--- src/rtl/ring_tx_link.sv ---
// ring_tx_link
// Ring-side transmitter for one outgoing ring link. Flits from the local core
// are queued and presented one at a time to the downstream router using a
// valid/ready handshake. Data is held stable while the router back-pressures.
// Null flits (type 3'b000) are accepted and then discarded. Flush removes every
// queued flit except the one already on the link.
//
// Optional feature: define RING_TX_WDOG_EN to enable the stall watchdog that
// drives Link_Err. Without it Link_Err is tied low.
//
// Ports:
//   Clk_R          clock, rising edge
//   Rst_n          asynchronous active-low reset
//   Flit_In        55-bit flit: [54:52] type, [51:48] dest, [47:0] payload
//   Flit_In_Valid  Flit_In is valid
//   Flit_In_Ready  the queue can accept a flit this cycle
//   Flush          1-cycle pulse that discards queued flits not yet presented
//   TX_Data        flit presented to the downstream router
//   TX_Data_Valid  TX_Data is valid
//   TX_Data_Ready  the downstream router accepts TX_Data
//   Fifo_Count     occupancy, including the output stage
//   Flit_Sent      1-cycle pulse after each completed TX handshake
//   Link_Err       sticky stall error (watchdog build only)

module ring_tx_link #(
    parameter int DEPTH   = 4,
    parameter int TIMEOUT = 255
) (
    input  logic                       Clk_R,
    input  logic                       Rst_n,
    input  logic [54:0]                Flit_In,
    input  logic                       Flit_In_Valid,
    output logic                       Flit_In_Ready,
    input  logic                       Flush,
    output logic [54:0]                TX_Data,
    output logic                       TX_Data_Valid,
    input  logic                       TX_Data_Ready,
    output logic [$clog2(DEPTH+1)-1:0] Fifo_Count,
    output logic                       Flit_Sent,
    output logic                       Link_Err
);

    localparam int FIFO_D = DEPTH - 1;
    localparam int PTR_W  = (FIFO_D > 1) ? $clog2(FIFO_D) : 1;
    localparam int CNT_W  = $clog2(DEPTH + 1);

    if (DEPTH < 2 || TIMEOUT < 1) begin : g_param_check
        $error("ring_tx_link: DEPTH must be >= 2 and TIMEOUT >= 1");
    end

    typedef enum logic [1:0] {IDLE, SEND, FLUSH} state_t;

    state_t             state, state_next;
    logic [54:0]        mem [FIFO_D];
    logic [PTR_W-1:0]   wr_ptr, rd_ptr;
    logic [CNT_W-1:0]   fifo_cnt;
    logic [54:0]        tx_data;
    logic               flit_sent;

    logic tx_valid, hs, push_ok;
    logic load_out, load_from_fifo, fifo_wr, fifo_rd, fifo_clr;

    function automatic logic [PTR_W-1:0] ptr_inc(input logic [PTR_W-1:0] p);
        ptr_inc = (p == PTR_W'(FIFO_D - 1)) ? '0 : p + 1'b1;
    endfunction

    // Valid comes straight from the state register, so it never depends on Ready.
    assign tx_valid      = (state != IDLE);
    assign hs            = tx_valid & TX_Data_Ready;
    assign Fifo_Count    = fifo_cnt + {{(CNT_W-1){1'b0}}, tx_valid};
    assign Flit_In_Ready = (Fifo_Count != CNT_W'(DEPTH)) && (state != FLUSH);

    // A flush drops any same-cycle push; null flits are swallowed here.
    assign push_ok = Flit_In_Valid & Flit_In_Ready & (Flit_In[54:52] != 3'b000) & ~Flush;

    assign TX_Data       = tx_data;
    assign TX_Data_Valid = tx_valid;
    assign Flit_Sent     = flit_sent;

    always_ff @(posedge Clk_R or negedge Rst_n) begin
        if (!Rst_n) state <= IDLE;
        else        state <= state_next;
    end

    // Output-stage control. The output register is refilled from the FIFO head
    // when one is waiting; a push into an otherwise empty block bypasses the
    // FIFO and lands in the output register directly.
    always_comb begin
        state_next     = state;
        load_out       = 1'b0;
        load_from_fifo = 1'b0;
        fifo_wr        = 1'b0;
        fifo_rd        = 1'b0;
        fifo_clr       = 1'b0;
        case (state)
            IDLE: begin
                if (Flush) begin
                    fifo_clr = 1'b1;
                end else if (push_ok) begin
                    load_out   = 1'b1;
                    state_next = SEND;
                end
            end
            SEND: begin
                if (Flush) begin
                    fifo_clr   = 1'b1;
                    state_next = hs ? IDLE : FLUSH;
                end else if (hs) begin
                    if (fifo_cnt != '0) begin
                        load_out       = 1'b1;
                        load_from_fifo = 1'b1;
                        fifo_rd        = 1'b1;
                        fifo_wr        = push_ok;
                    end else if (push_ok) begin
                        load_out = 1'b1;
                    end else begin
                        state_next = IDLE;
                    end
                end else begin
                    fifo_wr = push_ok;
                end
            end
            FLUSH: begin
                if (hs) state_next = IDLE;
            end
            default: state_next = IDLE;
        endcase
    end

    // Output register, FIFO pointers/occupancy and the sent pulse.
    always_ff @(posedge Clk_R or negedge Rst_n) begin
        if (!Rst_n) begin
            tx_data   <= '0;
            wr_ptr    <= '0;
            rd_ptr    <= '0;
            fifo_cnt  <= '0;
            flit_sent <= 1'b0;
        end else begin
            flit_sent <= hs;
            if (load_out) tx_data <= load_from_fifo ? mem[rd_ptr] : Flit_In;
            if (fifo_clr) begin
                wr_ptr   <= '0;
                rd_ptr   <= '0;
                fifo_cnt <= '0;
            end else begin
                if (fifo_wr) wr_ptr <= ptr_inc(wr_ptr);
                if (fifo_rd) rd_ptr <= ptr_inc(rd_ptr);
                case ({fifo_wr, fifo_rd})
                    2'b10:   fifo_cnt <= fifo_cnt + 1'b1;
                    2'b01:   fifo_cnt <= fifo_cnt - 1'b1;
                    default: fifo_cnt <= fifo_cnt;
                endcase
            end
        end
    end

    // FIFO storage needs no reset; occupancy tracking guards every read.
    always_ff @(posedge Clk_R) begin
        if (fifo_wr) mem[wr_ptr] <= Flit_In;
    end

`ifdef RING_TX_WDOG_EN
    localparam int WD_W = ($clog2(TIMEOUT + 1) > 8) ? $clog2(TIMEOUT + 1) : 8;

    logic [WD_W-1:0] stall_cnt;
    logic            link_err;

    // Counts consecutive back-pressured cycles; saturates at TIMEOUT and
    // latches the error on the edge where the count reaches it.
    always_ff @(posedge Clk_R or negedge Rst_n) begin
        if (!Rst_n) begin
            stall_cnt <= '0;
            link_err  <= 1'b0;
        end else if (!tx_valid || TX_Data_Ready) begin
            stall_cnt <= '0;
        end else if (stall_cnt != WD_W'(TIMEOUT)) begin
            stall_cnt <= stall_cnt + 1'b1;
            if (stall_cnt + 1'b1 == WD_W'(TIMEOUT)) link_err <= 1'b1;
        end
    end

    assign Link_Err = link_err;
`else
    assign Link_Err = 1'b0;
`endif

endmodule

--- config.mk ---
export PLATFORM = sky130hd
export DESIGN_NAME = ring_tx_link
export DESIGN_NICKNAME = d
export VERILOG_FILES = /design/src/rtl/ring_tx_link.sv
export SDC_FILE = /design/constraint.sdc
export NUM_CORES = 1
export LEC_CHECK = 0
export ABC_AREA = 1
export CAP_MARGIN = 30
export CORE_MARGIN = 5
export CORE_UTILIZATION = 49
export CTS_CLUSTER_DIAMETER = 150
export CTS_CLUSTER_SIZE = 10
export DETAILED_ROUTE_END_ITERATION = 10
export GPL_TIMING_DRIVEN = 0
export HOLD_SLACK_MARGIN = 0.06
export PLACE_DENSITY = 0.86
export SKIP_LAST_GASP = 1
export SLEW_MARGIN = 30
export SYNTH_ARGS = -nofsm -noshare
export SYNTH_HDL_FRONTEND = slang
export SYNTH_SLANG_ARGS = --single-unit
--- constraint.sdc ---
create_clock -name Clk_R -period 5.3 [get_ports Clk_R]
set_input_delay 0.53 -clock Clk_R [delete_from_list [all_inputs] [get_ports Clk_R]]
set_output_delay 0.53 -clock Clk_R [all_outputs]
set_load 0.02 [all_outputs]
==> impl_summary.txt, run 1 <==
----------------------------------------------------
[Status]
  Status ... complete, no violations

[Clock network]
  Post-CTS resize count ... 0
  # hold bufs at CTS ... 1
  Number of sinks handled by clock tree synthesis ... 230
  Clock slew at the register clock pins of the worst setup and hold paths ... ~60 ps
  Setup repair bufs after CTS ... 0
  CTS max path bufs ... 3
  Clk Tree Root Cell ... sky130_fd_sc_hd__clkbuf_16
  Clock buffer count from CTS ... 26
  Worst-skew pair later-pin latency ... a little over 500 ps
  CTS tree ... built
  Number of H-tree levels ... 1

[Synth]
  Xor and xnor fraction of the mapped netlist area ... less than 1%
  Ys flop type ... sky130_fd_sc_hd__edfxtp_1
  Flops & latches, synth ... 230
  Share of synthesized cell area in full adder, half adder and majority cells ... less than 1%
  Synth Net Count ... around 860
  Most numerous cell types in the synthesized netlist ... 280 x sky130_fd_sc_hd__nand2_1, 165 x sky130_fd_sc_hd__edfxtp_1, 66 x sky130_fd_sc_hd__nor2_1, 65 x sky130_fd_sc_hd__dfrtp_1, 58 x sky130_fd_sc_hd__nand3_1
  Post-synthesis compound-gate area fraction ... about 5.2%
  Dominant cells by area after synthesis ... sky130_fd_sc_hd__edfxtp_1 54%, sky130_fd_sc_hd__dfrtp_1 18%, sky130_fd_sc_hd__nand2_1 11%
  Post-synth EDFFs ... approximately 170
  Share of the yosys chip area belonging to registers ... roughly 72%
  Warnings from Yosys ... 0
  Cell variety after synth ... 28
  Share of async-settable or async-resettable flops after synthesis ... 28.3%
  Multiplexer area fraction after synthesis ... less than 1%
  Largest area contributor in the synthesized netlist ... sky130_fd_sc_hd__edfxtp_1
  Post-Syn Area per Cell ... 11.4 sq um
  Fraction of the mapped netlist area in simple logic gates ... between 10% and 20%
  Most common cell in the synthesized netlist ... sky130_fd_sc_hd__nand2_1
  Synthesized netlist cell count ... 800
  Netlist Area Pre-Place ... between 0.009 and 0.01 sq mm
  Main combinational cell family by area after synthesis ... simple AND/OR/NAND/NOR gates
  Share of the synthesized area in the top cell type ... 54.1%

[Critical path]
  Crit path launch ... state[0]$_DFFE_PN0P_
  Kind of critical path ... register to output port
  Crit end category ... output port
  Worst Setup Start Kind ... register
  Largest fanout of any net on the critical path ... 5
  Launch instance of the worst register-to-register path ... state[0]$_DFFE_PN0P_
  Critical Path AT ... roughly 2600 ps
  Worst path required time ... around 4800 ps

[STA]
  Rel. slew slack ... slightly above 60%
  Maximum clock rate ... 319 MHz
  Final setup violation count ... 0
  Worst Max-Slew Pin Slew ... around 580 ps
  Final Max Tran Viols ... 0
  RSZ-0062 raised after global routing ... no
  Final Critical Period ... ~3100 ps
  Endpoints failing hold ... 0
  Final critical-path share of the clock period ... 59.2%
  Worst clock skew ... 8.62 ps
  Sum Neg Setup Slack ... 0 ps

[Drt]
  Avg Vias per Cell ... 5.29
  Routed wire length ... between 20,000 and 25,000 um
  Total number of vias ... about 6,400
  Drt first-iter violations ... between 400 and 500
  Number of nets still failing antenna checks after routing ... 0
  First-pass iteration count of the detailed router ... 7
  Number of remaining DRC errors ... 0
  Drt wl/cell ... roughly 17 um

[Floorplanning]
  Core Rows ... 50
  CORE AREA ... roughly 0.019 sq mm
  Overall die height ... 147 um
  Initial core utilization ... between 40% and 50%
  Die span in x ... approximately 150 um
  IO Pins ... about 120
  Die area ... approximately 0.022 sq mm

[Power]
  Power density of the placed cells ... between 400 and 500 mW/mm^2
  IR drop worst, VDD ... approximately 350 uV
  Overall Power ... about 5.6 mW
  Leak Pwr ... 4.41 nW

[Placed design]
  Number of buffers added on ports ... 120
  Post-DP HPWL ... ~14,000 um
  Count of placed standard cells including taps ... 1,162
  Placer Congestion ... approximately 0.83

[GRT]
  Number of global-route vias before repair ... ~6,600
  Maximum number of pins on one net before global-route repair ... 45
  Aggregate global routing overflow ... 0
  First-pass GRT wire length ... roughly 34,000 um
  Antenna violations before repair ... 0
  Tot GR Track Use ... about a fifth

[Final layout]
  Share of post-route cells with drive strength above 1 ... 6.86%
  Nets ... just over 1,000
  Area used by sequential logic in the layout ... between 0.006 and 0.007 sq mm
  Area Growth Syn to Fin ... 26.3%
  Util after Layout ... between 60% and 70%
  Non-filler cells in the finished layout ... 1,210
  Filler Cells Inserted ... between 1,000 and 1,500
  Multi-input logic area ... approximately 0.0023 sq mm
  Number of inserted diodes ... 0

[Job]
  Maximum capacitance violations ... 0

[Worst hold path]
  Tightest Hold Check Type ... input pin to async pin

----------------------------------------------------
-- metrics by stage --
stage	area [sq um]	setup WS, ps	hold slack (ps)
final	11600	2160	488
after detailed placement	10800	2260	480
after global placement	10700	-592	530
after CTS	11600	2140	489
after global routing	11600	1930	516
after floorplan	9160	837	234
-- report_power, final --
| group | total (mW) | internal [mW] | leakage, nW | switching (mW) |
|---|---|---|---|---|
| Clock | 1.59 | 0.944 | 0.356 | 0.646 |
| Sequential | 2.37 | 2.20 | 2.22 | 0.163 |
| Combinational | 1.68 | 0.725 | 1.83 | 0.959 |
-- cell usage in the layout, fill, tap and decap left out, drive strengths merged --
cell,synthesis,routed
nand2,280,280
edfxtp,165,165
clkdlybuf4s50,0,119
nor2,67,67
dfrtp,65,65
clkbuf,18,65
nand3,59,59
a31oi,55,55
buf,23,32
inv,27,27
o21ai,17,17
mux2i,7,7
a21oi,6,6
o22ai,2,2
ha,2,2
and2,1,1
or2,1,1
nor3,1,1
nand4,1,1
xnor2,1,1
fa,1,1
conb,1,1
dlygate4sd3,0,1
-- layout make-up --
cell class	instances	area share (%)
multi-input combinational	502	19.5
buffer	41	1.95
tap	234	2.53
sequential	230	57.0
timing repair buffer	129	11.6
clock buffer	47	6.50
inverter	27	0.920
-- metal layers --
layer | global-route usage, % | vias up | wire length [um]
met2 | 34.1 | 193 | 10500
met3 | 3.54 | 35 | 1300
met4 | 5.64 | 0 | 465
met5 | 0 | - | 0
li1 | - | 3061 | -
met1 | 25.8 | 3111 | 8750
-- sequential cells by signal, indices dropped and copies added (netlist names) --
| signal | flops |
|---|---|
| wr_ptr | 2 |
| rd_ptr | 2 |
| mem | 165 |
| state | 2 |
| fifo_cnt | 3 |
| TX_Data | 55 |
| Flit_Sent | 1 |
-- final timing paths --
check	end	slack [ps]	cells after the start
max	Flit_In_Ready	2160	9
min	state[1]$_DFFE_PN0P_	490	2
max reg2reg	mem[0][12]$_DFFE_PP_	2260	15
min reg2reg	TX_Data[5]$_DFFE_PN0P_	550	2
max in group asynchronous	TX_Data[6]$_DFFE_PN0P_	4240	3
min in group Clk_R	TX_Data[5]$_DFFE_PN0P_	550	2
-- cell families after synthesis --
kind of cell    count (synthesis)
buf+inv                        68
compound gates                 80
simple gates                  410
mux                             7
xor+xnor                        1
flops                         230
fa+ha+maj                       3
other cells                     1
-- worst max-delay path, cell delays in order (launching register included) --
cell,delay [ps]
sky130_fd_sc_hd__dfrtp_1,410
sky130_fd_sc_hd__nor2_1,190
sky130_fd_sc_hd__inv_1,120
sky130_fd_sc_hd__ha_1,210
sky130_fd_sc_hd__ha_1,280
sky130_fd_sc_hd__nor2_1,110
sky130_fd_sc_hd__nand3_1,100
sky130_fd_sc_hd__nand2_1,90
sky130_fd_sc_hd__inv_1,40
sky130_fd_sc_hd__clkdlybuf4s50_1,530
No activity file was read; power rests on OpenSTA's default activity.
==> run 2, diff against run 1 <==
==> constraint.sdc (replaced) <==
create_clock -name Clk_R -period 2.65 [get_ports Clk_R]
set_input_delay 0.265 -clock Clk_R [delete_from_list [all_inputs] [get_ports Clk_R]]
set_output_delay 0.265 -clock Clk_R [all_outputs]
set_load 0.02 [all_outputs]
==> run 2 against run 1 <==
  * Global-route usage rose by 0.35 points
  * Via count grew 2.3%
  * Register-to-register slack got worse by 2100 ps
  * First-iteration DRC count decreased by 9.0%
  * Count of clock-buffer cells in the layout fell by 2
  * Core utilization up 1.6 points
  * Critical endpoint is now mem[1][12]$_DFFE_PP_
==> impl_summary.txt, run 2 (synthesized netlist as in run 1, its figures left out) <==
----------------------------------------------------
[GRT]
  Number of global-route vias before repair ... ~6,800
  Maximum number of pins on one net before global-route repair ... 38
  Aggregate global routing overflow ... 0
  Antenna violations before repair ... 1
  First-pass GRT wire length ... ~35,000 um
  Tot GR Track Use ... between 20 and 25%

[Worst hold path]
  Tightest Hold Check Type ... input pin to async pin

[STA]
  Final Max Tran Viols ... 0
  Rel. slew slack ... between 60% and 70%
  Post-layout worst setup margin ... about 120 ps
  Maximum clock rate ... slightly below 400 MHz
  Endpoints failing hold ... 0
  Final setup violation count ... 0
  Final Critical Period ... 2530 ps
  Worst clock skew ... around 7.3 ps
  Final critical-path share of the clock period ... a little over nine tenths
  Worst Max-Slew Pin Slew ... between 500 and 600 ps

[Placed design]
  Area post-placement ... about 0.011 sq mm
  Number of buffers added on ports ... between 100 and 150
  Count of placed standard cells including taps ... 1,163
  Post-DP HPWL ... roughly 14,000 um
  Post-placement setup slack ... -451 ps
  Placer Congestion ... around 0.77

[Final layout]
  Util after Layout ... 64.0%
  Area Growth Syn to Fin ... 29.5%
  Commonest non-fill, non-tap cell in the layout ... sky130_fd_sc_hd__nand2_1
  Most frequent cells in the layout ... 277 x sky130_fd_sc_hd__nand2_1, 165 x sky130_fd_sc_hd__edfxtp_1, 118 x sky130_fd_sc_hd__clkdlybuf4s50_1
  Post-route cell area ... around 0.012 sq mm
  Number of inserted diodes ... 0
  Largest register FFs ... 165
  Nets ... around 1,000
  Largest reg by FF count ... mem
  Non-filler cells in the finished layout ... roughly 1,200
  Share of post-route cells with drive strength above 1 ... about a tenth

[Floorplanning]
  Die span in x ... between 100 and 150 um
  CORE AREA ... roughly 0.019 sq mm
  Initial core utilization ... roughly 50%
  Die area ... roughly 0.022 sq mm
  Overall die height ... 147 um
  Core Rows ... 50
  IO Pins ... between 100 and 150

[Drt]
  First-pass iteration count of the detailed router ... 7
  Avg Vias per Cell ... about 5.3
  Routed wire length ... approximately 22,000 um
  Drt wl/cell ... 17.9 um
  Drt first-iter violations ... around 440
  Number of remaining DRC errors ... 0
  Total number of vias ... between 6,000 and 7,000
  Number of nets still failing antenna checks after routing ... 0

[Critical path]
  Largest fanout of any net on the critical path ... 8
  Crit path launch ... state[0]$_DFFE_PN0P_
  Stage delay of the slowest cell on the critical path ... about 400 ps
  Worst Setup Start Kind ... register
  Critical Path AT ... ~2800 ps
  Critical-path cell with the highest stage delay ... sky130_fd_sc_hd__dfrtp_1
  Kind of critical path ... register to register
  Launch instance of the worst register-to-register path ... state[0]$_DFFE_PN0P_
  Crit end category ... register
  Worst path required time ... 2870 ps
  Worst path cell trace ... nor2_2, inv_2, ha_4, ha_4, nor2_1, nand3_2, nand2_2, nor2_4, nand2_2, inv_2, nand2_2, inv_2, nand3_4, clkinvlp_4, buf_12, clkbuf_16

[Power]
  Leak Pwr ... 4.50 nW
  Power density of the placed cells ... 962 mW/mm^2
  IR drop worst, VDD ... around 610 uV

[Clock network]
  CTS tree ... built
  Clock buffer count from CTS ... 26
  Clk Tree Root Cell ... sky130_fd_sc_hd__clkbuf_16
  Number of H-tree levels ... 1
  Number of sinks handled by clock tree synthesis ... 230
  Worst-skew pair later-pin latency ... 510 ps
  CTS max path bufs ... 3
  Clock slew at the register clock pins of the worst setup and hold paths ... about 60 ps

[Status]
  Status ... complete, no violations

[Job]
  Maximum capacitance violations ... 0

----------------------------------------------------
==> run 2: worst max-delay path: cells and delay by family (launching register included) <==
kind | cells | cell delay (ps)
buffers and inverters | 6 | 680
and+or+nand+nor | 8 | 750
DFF | 1 | 400
adders and majority gates | 2 | 410
==> run 2: per-layer routing <==
metal  vias to the layer above  part of all wire (%)  GRT usage, %
li1                       3101                     -             -
met2                       226                    51          34.7
met4                         2                   1.4          5.41
met3                        27                   7.0          4.19
met1                      3194                    41          26.0
met5                         -                 0.032             0
==> run 2: layout make-up <==
type	instances	area, sq um
fill	1401	6670
clock buffer	45	743
inverter	27	109
timing repair buffer	146	1550
tap	234	293
timing repair inverter	1	7.51
buffer	41	225
multi-input combinational	502	2340
sequential	230	6580
==> run 2: metrics by stage <==
stage	setup TNS, ps	hold slack [ps]	power [mW]
2_1_floorplan	-73700	-30.6	6.67
5_1_grt	-950	265	12.0
3_3_place_gp	-274270	530	8.11
6_report	0	238	11.4
3_5_place_dp	-35240	238	8.23
4_1_cts	-346	243	11.4
==> run 2: path summary, 6_finish.rpt <==
| check | end | slack, ps | cells after the start |
|---|---|---|---|
| max | mem[1][12]$_DFFE_PP_ | 120 | 16 |
| min | TX_Data[41]$_DFFE_PN0P_ | 240 | 2 |
| max reg2reg | mem[1][12]$_DFFE_PP_ | 120 | 16 |
| min in group Clk_R | mem[0][23]$_DFFE_PP_ | 390 | 1 |
| max in group asynchronous | TX_Data[6]$_DFFE_PN0P_ | 1840 | 3 |
| min reg2reg | TX_Data[13]$_DFFE_PN0P_ | 540 | 2 |
==> run 2: timing repair <==
action / CTS / global route
gates resized for setup: 2 / 11
gates cloned: 2 / 1
hold buffers: 1 / 0
hold endpoints to repair: 28 / 0
endpoints found under the setup margin: 156 / 155
pin swaps: 2 / 2
buffers inserted: 8 / 6
==> run 2: report_power, final <==
group	leakage, nW	internal, mW	switching [mW]
registers	2.22	4.41	0.308
logic	1.92	1.53	1.99
clock network	0.354	1.88	1.29
==> run 3, diff against run 2 <==
--- a/config.mk
+++ b/config.mk
@@ -8,13 +8,12 @@
 export ABC_AREA = 1
 export CAP_MARGIN = 30
 export CORE_MARGIN = 5
-export CORE_UTILIZATION = 49
-export CTS_CLUSTER_DIAMETER = 150
+export CORE_UTILIZATION = 30
 export CTS_CLUSTER_SIZE = 10
 export DETAILED_ROUTE_END_ITERATION = 10
 export GPL_TIMING_DRIVEN = 0
 export HOLD_SLACK_MARGIN = 0.06
-export PLACE_DENSITY = 0.86
+export PLACE_DENSITY = 0.61
 export SKIP_LAST_GASP = 1
 export SLEW_MARGIN = 30
 export SYNTH_ARGS = -nofsm -noshare
==> run 3 against run 2 <==
  * Critical path depth decreased by 9
  * Power increased by 4.0%
  * Sequential power about the same
  * Count of clock-buffer cells in the layout increased by 5
  * Wire length increased by 11%
  * Combinational power about the same
  * Register-to-register slack about the same
  * First-iteration DRC count increased by 17%
  * Die area increased by 59%
  * Final area increased by 4.5%
==> impl_summary.txt, run 3 (synthesized netlist as in run 1, its figures left out) <==
----------------------------------------------------
[Status]
  Status ... complete, no violations

[Final layout]
  Filler Cells Inserted ... ~2,900
  Largest register FFs ... 165
  Nets ... roughly 1,100
  Area used by sequential logic in the layout ... about 0.0066 sq mm
  Share of post-route cells with drive strength above 1 ... around 12%
  Area Growth Syn to Fin ... 35.4%
  Number of inserted diodes ... 0
  Util after Layout ... about two fifths
  Commonest non-fill, non-tap cell in the layout ... sky130_fd_sc_hd__nand2_1
  Most frequent cells in the layout ... 277 x sky130_fd_sc_hd__nand2_1, 165 x sky130_fd_sc_hd__edfxtp_1, 118 x sky130_fd_sc_hd__clkdlybuf4s50_1
  Multi-input logic area ... 0.00234 sq mm
  Largest reg by FF count ... mem

[Job]
  Maximum capacitance violations ... 0

[Critical path]
  Critical-path cell with the highest stage delay ... sky130_fd_sc_hd__clkdlybuf4s50_1
  Crit end category ... output port
  Critical Path AT ... about 2300 ps
  Worst path required time ... about 2400 ps
  Family of cells with the greatest summed delay on the critical path ... buffers and inverters
  Worst path cell trace ... nor2_2, inv_2, ha_4, ha_4, nand2_1, and2_1, clkdlybuf4s50_1
  Largest fanout of any net on the critical path ... 5
  Most common cell on crit path ... sky130_fd_sc_hd__ha_4
  Worst Setup Start Kind ... register
  Buf/Inv on CP ... 2
  Stage delay of the slowest cell on the critical path ... 600 ps
  Kind of critical path ... register to output port

[Floorplanning]
  Die area ... around 0.034 sq mm
  Core Rows ... between 60 and 70
  CORE AREA ... between 0.03 and 0.04 sq mm
  Die span in x ... 185 um
  Initial core utilization ... between 30% and 40%
  IO Pins ... ~120
  Overall die height ... approximately 180 um

[STA]
  RSZ-0062 raised after global routing ... yes
  Final Critical Period ... roughly 2600 ps
  Worst clock skew ... 13.2 ps
  Final critical-path share of the clock period ... a little under 100%
  Maximum clock rate ... about 390 MHz
  Final Max Tran Viols ... 0
  Worst Max-Slew Pin Slew ... 626 ps
  Final setup violation count ... 0
  Endpoints failing hold ... 0
  Rel. slew slack ... between 50% and 60%
  Post-layout worst setup margin ... between 90 and 100 ps

[Clock network]
  CTS max path bufs ... 3
  CTS tree ... built
  Worst-skew pair later-pin latency ... approximately 530 ps
  Clk Tree Root Cell ... sky130_fd_sc_hd__clkbuf_16
  Clock buffer count from CTS ... 28
  Number of sinks handled by clock tree synthesis ... 230
  Number of H-tree levels ... 1
  Clock slew at the register clock pins of the worst setup and hold paths ... roughly 50 ps

[GRT]
  Maximum number of pins on one net before global-route repair ... 36
  Aggregate global routing overflow ... 0
  Tot GR Track Use ... between 10 and 15%
  First-pass GRT wire length ... 37,000 um
  Antenna violations before repair ... 2
  Number of global-route vias before repair ... about 6,500

[Placed design]
  Placer Congestion ... between 0.7 and 0.8
  Post-placement setup slack ... -413 ps
  Number of buffers added on ports ... 120
  Post-DP HPWL ... 15,700 um

[Power]
  IR drop worst, VDD ... 582 uV
  Leak Pwr ... approximately 4.7 nW
  Power density of the placed cells ... between 900 and 1000 mW/mm^2

[Worst hold path]
  Tightest Hold Check Type ... input pin to async pin

[Drt]
  Avg Vias per Cell ... 4.59
  Number of nets still failing antenna checks after routing ... 0
  Drt wl/cell ... 17.2 um
  Routed wire length ... 24,300 um
  First-pass iteration count of the detailed router ... 5
  Number of remaining DRC errors ... 0
  Drt first-iter violations ... between 500 and 600
  Total number of vias ... between 6,000 and 7,000

----------------------------------------------------
run 3: path summary, 6_finish.rpt:
path / startpoint / to / slack (ps) / cells past startpoint
max: state[0]$_DFFE_PN0P_ / Fifo_Count[2] / 100 / 7
min: Rst_n / TX_Data[37]$_DFFE_PN0P_ / 200 / 2
min reg2reg: TX_Data[12]$_DFFE_PN0P_ / TX_Data[12]$_DFFE_PN0P_ / 550 / 2
max reg2reg: state[0]$_DFFE_PN0P_ / mem[2][5]$_DFFE_PP_ / 120 / 15
min in group Clk_R: Flit_In[37] / mem[0][37]$_DFFE_PP_ / 380 / 1
max in group asynchronous: Rst_n / TX_Data[5]$_DFFE_PN0P_ / 1910 / 3
run 3: through the flow:
stage / power, mW / TNS [ps] / instances / cell area, sq um / hold slack [ps]
final: 11.9 / 0 / 1412 / 12400 / 202
after global routing: 12.5 / -12.1 / 1412 / 12400 / 208
after CTS: 12.0 / 0 / 1390 / 12100 / 194
after detailed placement: 8.30 / -29430 / 1326 / 11100 / 187
after global placement: 8.25 / -328420 / 1316 / 10900 / 531
after floorplan: 6.67 / -73700 / 800 / 9210 / -30.6
run 3: worst reg2reg max path: cells and delay by family (launching register included):
kind	cells	cell delay [ps]
and+or+nand+nor	8	810
buffers and inverters	5	600
adders and majority gates	2	420
DFF	1	420
run 3: power breakdown:
part	switching [mW]	total [mW]	internal (mW)
logic	2.00	3.53	1.53
clock network	1.39	3.60	2.20
registers	0.325	4.73	4.41
run 3: metal layers:
layer	routed length, um	global-route usage, %	part of all wire [%]	up-vias
met5	27	0	0.11	-
met2	11800	23.4	49	156
met4	382	3.14	1.6	4
met3	1450	3.00	6.0	39
met1	10600	18.4	44	3125
li1	-	-	-	3152
run 3: what timing repair did:
action / CTS / global route
pin swaps: 2 / 6
gates resized for setup: 4 / 21
hold buffers: 1 / 0
hold endpoints to repair: 65 / 0
gates cloned: 2 / 3
setup endpoints to repair: 133 / 145
buffers inserted: 9 / 19
run 3: final cells by class:
type | count | share of cell area [%]
sequential | 230 | 53.1
clock inverter | 2 | 0.313
tap | 396 | 4.00
inverter | 27 | 0.899
timing repair inverter | 1 | 0.0606
buffer | 41 | 1.82
timing repair buffer | 163 | 14.2
multi-input combinational | 502 | 18.9
clock buffer | 50 | 6.74
